## config.mk

```make
export PLATFORM = sky130hd
export DESIGN_NAME = led_addr_seq
export DESIGN_NICKNAME = d
export VERILOG_FILES = /design/src/rtl/led_addr_seq.sv
export SDC_FILE = /design/constraint.sdc
export NUM_CORES = 1
export LEC_CHECK = 0
export ABC_CLOCK_PERIOD_IN_PS = 2500
export CELL_PAD_IN_SITES_DETAIL_PLACEMENT = 0
export CELL_PAD_IN_SITES_GLOBAL_PLACEMENT = 1
export CORE_ASPECT_RATIO = 2
export CORE_UTILIZATION = 45
export DETAILED_ROUTE_END_ITERATION = 8
export GPL_TIMING_DRIVEN = 0
export PLACE_DENSITY = 0.79
export SLEW_MARGIN = 30
export SYNTH_ARGS = -nofsm -noshare
export SYNTH_HDL_FRONTEND = slang
export SYNTH_SLANG_ARGS = --single-unit
```

## constraint.sdc

```tcl
create_clock -name clk -period 2.5 [get_ports clk]
set_input_delay 0.25 -clock clk [delete_from_list [all_inputs] [get_ports clk]]
set_output_delay 0.25 -clock clk [all_outputs]
set_load 0.005 [all_outputs]
```

## src/rtl/led_addr_seq.sv

```systemverilog
// -----------------------------------------------------------------------------
// led_addr_seq
//   Address sequencer feeding the LED pattern ROM stage. A prescaler divides
//   the system clock down to a visible step rate; each prescaler wrap advances
//   the ROM address by ADDR_STEP (modulo 2^ADDR_W). A hold request/acknowledge
//   handshake lets the PR controller freeze the pattern path and disable the
//   ROM before the reconfigurable module is swapped.
//
//   Parameters:
//     TICK_DIV  : clk cycles per address step (2 .. 2^32-1)
//     ADDR_W    : ROM address width
//     ADDR_STEP : address increment per step
//
//   Ports:
//     clk      : system clock (only clock)
//     en       : asynchronous active-low reset
//     run      : 1 = sequence runs, 0 = return to idle
//     hold_req : freeze/decouple request from the PR controller
//     hold_ack : 1 = outputs frozen, ROM disabled, safe to reconfigure
//     addr     : registered ROM address
//     ram_en   : registered ROM enable (0 forces ROM output to SRVAL)
//     tick     : one-cycle pulse when addr takes a new stepped value
//     busy     : 1 whenever the sequencer is not idle
// -----------------------------------------------------------------------------
module led_addr_seq #(
  parameter int unsigned TICK_DIV  = 32'd50000000,
  parameter int unsigned ADDR_W    = 12,
  parameter int unsigned ADDR_STEP = 1
) (
  input  logic              clk,
  input  logic              en,
  input  logic              run,
  input  logic              hold_req,
  output logic              hold_ack,
  output logic [ADDR_W-1:0] addr,
  output logic              ram_en,
  output logic              tick,
  output logic              busy
);

  localparam int unsigned       PRE_W    = $clog2(TICK_DIV);
  localparam logic [PRE_W-1:0]  PRE_LAST = PRE_W'(TICK_DIV - 1);
  localparam logic [ADDR_W-1:0] STEP     = ADDR_W'(ADDR_STEP);

  typedef enum logic [1:0] {
    IDLE,
    RUN,
    DRAIN,
    HOLD
  } state_t;

  state_t            state_q, state_d;
  logic [PRE_W-1:0]  pre_q, pre_d;
  logic              drain_q, drain_d;
  logic [ADDR_W-1:0] addr_d;
  logic              tick_d;
  logic              term;

  assign term = (state_q == RUN) && (pre_q == PRE_LAST);

  // Next-state and next-output logic. All outputs are registered from the
  // values computed here, so no input reaches an output combinationally.
  always_comb begin
    state_d = state_q;
    pre_d   = pre_q;
    drain_d = drain_q;
    addr_d  = addr;
    tick_d  = 1'b0;

    case (state_q)
      IDLE: begin
        pre_d   = '0;
        addr_d  = '0;
        drain_d = 1'b0;
        if (hold_req)  state_d = HOLD;
        else if (run)  state_d = RUN;
      end

      RUN: begin
        // The prescaler keeps counting in the cycle a transition is taken,
        // so a terminal count there still steps addr and pulses tick.
        if (term) begin
          pre_d  = '0;
          addr_d = addr + STEP;
          tick_d = 1'b1;
        end else begin
          pre_d  = pre_q + PRE_W'(1);
        end

        if (hold_req) begin
          state_d = DRAIN;
          drain_d = 1'b0;
        end else if (!run) begin
          state_d = IDLE;
          pre_d   = '0;
          // A coinciding step wins; IDLE clears addr one cycle later.
          if (!term) addr_d = '0;
        end
      end

      DRAIN: begin
        // Two cycles with the ROM still enabled so its 1-cycle read
        // latency settles on the last pattern before it is disabled.
        drain_d = 1'b1;
        if (drain_q) state_d = HOLD;
      end

      HOLD: begin
        if (!hold_req) begin
          if (run) begin
            state_d = RUN;
          end else begin
            state_d = IDLE;
            addr_d  = '0;
            pre_d   = '0;
          end
        end
      end

      default: state_d = IDLE;
    endcase
  end

  always_ff @(posedge clk or negedge en) begin
    if (!en) begin
      state_q  <= IDLE;
      pre_q    <= '0;
      drain_q  <= 1'b0;
      addr     <= '0;
      tick     <= 1'b0;
      ram_en   <= 1'b0;
      hold_ack <= 1'b0;
      busy     <= 1'b0;
    end else begin
      state_q  <= state_d;
      pre_q    <= pre_d;
      drain_q  <= drain_d;
      addr     <= addr_d;
      tick     <= tick_d;
      ram_en   <= (state_d == RUN) || (state_d == DRAIN);
      hold_ack <= (state_d == HOLD);
      busy     <= (state_d != IDLE);
    end
  end

endmodule

```

==> metrics.md <==
| Metric | Value |
|---|---|
| Status | `completed` |
| Seq pwr share | `0.505` |
| Worst-path maximum fanout | `10` |
| Clk root buf | `clkbuf_8` |
| Total wire length | `between 6000 and 7000 um` |
| Mapped Cells | `roughly 260` |
| Port Buffers | `19` |
| Clock buffer count from CTS | `5` |
| FF-to-FF End | `pre_q[8]` |
| Num Clock Sinks | `45` |
| M1 GR Usage | `0.241` |
| CP Data Required Time | `2.67 ns` |
| Met2 usage | `0.420` |
| 1st-pass router iterations | `4` |
| Area of the multi-input gates | `1320 um2` |
| GRT met3 Usage | `0.0311` |
| HP Class | `primary input to asynchronous set/reset pin` |
| Initial core utilization | `0.464` |
| Routed wire length per instance | `17.3 um` |
| Clk Latency, worst-skew pair | `0.30 ns` |
| Core Region | `5420 um2` |
| Clock skew | `0.00863 ns` |
| Critical setup path kind | `register to register` |
| Combinational fraction of design power | `0.191` |
| Startpoint types | `register` |
| Fmax | `around 430 MHz` |
| Worst-path clk slew | `around 0.08 ns` |
| Max-cap check violation count | `0` |
| DRC Markers | `0` |
| Fin cells | `349` |
| Final Hold Viols | `0` |
| RSZ-0062 raised after global routing | `false` |
| RD Place Congestion | `0.779` |
| Switching Share | `0.299` |
| Net Count, Synth | `270` |
| Syn-to-layout area delta | `15.5%` |
| Setup TNS | `0 ns` |
| Largest net degree at the start of global routing | `46` |
| Area of the mapped netlist | `2510 um2` |
| Die height | `around 110 um` |
| FFs w/ async S/R, synth | `1.00` |
| Dpl ws | `0.0119 ns` |
| ANT cells | `0` |
| Global Route Usage Sum | `0.228` |
| Nets | `~300` |
| Hold slack final | `0.483 ns` |
| CTS tree | `done` |
| Final core utilization | `0.536` |
| Switch Pwr | `about 490 uW` |
| FF-to-FF setup slack | `approximately 0.17 ns` |
| Ys Warns | `0` |
| Post-detail-place hpwl | `4430 um` |
| Ports | `20` |
| Layout cell share with drive strength beyond 1 | `0.0830` |
| P_leak | `1.24 nW` |
| H-Tree Depth | `2` |
| Syn avg cell area | `about 9.6 um2` |
| Dpl cell area | `2780 um2` |
| Vias/cell | `6.13` |
| Final instance area | `2900 um2` |
| First-pass GRT wire length | `9560 um` |
| PwrDens | `about 560 nW/um2` |
| Die ar. | `5910 um2` |
| Fin. max-slew vios | `0` |
| Arr. time, crit path | `roughly 2.5 ns` |
| Clock network power share | `0.304` |
| Post-synthesis sequential area ratio | `0.448` |
| CP endpoint kind | `register` |
| Vias post-DR | `roughly 2100` |
| Post-CTS Setup Bufs | `0` |
| Fillers | `between 500 and 600` |
| Internal | `1.14 mW` |
| R2r startpoint | `pre_q[0]` |
| Placed Instances | `340` |
| Tcrit/Tclk final | `0.934` |
| Reg2reg path depth | `7` |
| Peak VDD IR | `0.451 mV` |
| Layer with the highest usage | `met2` |
| Longest Clk Path Bufs | `2` |
| Row count | `38` |
| Final min period | `2.33 ns` |
| Final setup margin | `0.166 ns` |
| Slew @ Worst Pin | `0.846 ns` |
| Number of global-route vias before repair | `2010` |
| Remaining Overflow, GRT | `0` |
| Initial antenna violation count | `0` |
| Slew HR | `0.435` |
| Final Setup Violations | `0` |
| Post-synth EDFFs | `0` |
| Power Total | `approximately 1.6 mW` |
| Flops & latches, synth | `45` |
| Netlist cell types | `49` |
| Primary FF master, synth | `dfrtp_1` |
| Chip Width | `54.9 um` |
| Seq. cell area | `1130 um2` |
| Initial drt markers | `84` |
| Routed Antenna Nets | `0` |
[worst max-delay path by stage]
stage          slack, ns  startpoint  depth (start not counted)        to
2_1_floorplan       0.44    pre_q[0]                          7  pre_q[8]
3_3_place_gp       -0.14          en                          1  pre_q[7]
3_5_place_dp        0.01    pre_q[0]                          7   addr[0]
4_1_cts             0.08    pre_q[0]                          6   addr[7]
5_1_grt             0.03    pre_q[0]                          7  pre_q[9]
6_report            0.17    pre_q[0]                          7  pre_q[8]
[cell usage after synthesis (all sizes together), types with 7 or more instances]
cell | instances | area, um2
a22o | 8 | 70.1
nor2 | 14 | 52.6
o21ai | 17 | 85.1
dfrtp | 45 | 1130
inv | 11 | 41.3
xor2 | 7 | 61.3
nand3 | 17 | 90.1
nand2 | 36 | 135
nand4 | 16 | 115
xnor2 | 9 | 78.8
[cell type report]
cell class	instances	area share
clock buffers	7	0.0332
clock inverters	1	0.00172
repair buffers	20	0.0681
plain buffers	8	0.0134
multi-input cells	197	0.456
well taps	60	0.0259
inverters	11	0.0142
flip-flops and latches	45	0.388
[logic make-up after synthesis]
family,after synthesis,synth area share
simple gates,121,0.287
compound gates,54,0.148
flops,45,0.448
buf+inv,19,0.0319
xor+xnor,16,0.0558
fa+ha+maj,5,0.0249
mux,1,0.00398
[worst max-delay path: stages, from the launching register on]
cell      delay, ns
dfrtp_1        0.41
ha_1           0.25
and3_1         0.29
nand3_4        0.17
or4_4          0.61
nand2_1        0.11
buf_2          0.24
o311ai_1       0.13
[power groups by stage]
stage,sequential [mW],clock [mW],combinational [mW]
after CTS,0.821,0.511,0.317
final,0.820,0.493,0.311
after global routing,0.829,0.528,0.348
after detailed placement,0.836,0,0.314
after global placement,0.833,0,0.312
after floorplan,0.828,0,0.178
[registers in the layout (all words and copies together) (netlist names)]
register  count
busy          1
state_q       2
ram_en        1
pre_q        26
hold_ack      1
tick          1
drain_q       1
addr         12
[repair_timing]
item | CTS | global route
hold endpoints to repair | 45 | 0
pin swaps | 0 | 0
gates cloned | 0 | 0
endpoints found under the setup margin | 1 | 22
hold buffers | 1 | 0
resized for setup | 1 | 1
[cell usage in the layout, fill, tap and decap left out, types with 3 or more instances in the layout]
| master | count |
|---|---|
| a21o_1 | 4 |
| and4_1 | 6 |
| xor2_1 | 7 |
| dfrtp_1 | 45 |
| clkbuf_1 | 6 |
| o21ai_0 | 16 |
| nor3_1 | 6 |
| inv_1 | 11 |
| clkbuf_8 | 7 |
| or4_1 | 3 |
| nor4_4 | 5 |
| clkdlybuf4s50_1 | 18 |
| a21oi_1 | 6 |
| o311ai_1 | 4 |
| and3_1 | 5 |
| nor2_1 | 14 |
| xnor2_1 | 9 |
| nand3_1 | 16 |
| a22o_1 | 8 |
| nand2_1 | 36 |
| nand4_1 | 15 |
| ha_1 | 5 |
| or3_1 | 3 |
[metal layers]
metal | part of all wire | routed length [um] | up-vias
met5 | 0 | 0 | -
met4 | 0.025 | 153 | 0
met3 | 0.033 | 202 | 14
met2 | 0.57 | 3430 | 51
met1 | 0.37 | 2240 | 1053
li1 | - | - | 1023
Note: power is estimated with default switching activity, not from simulation.
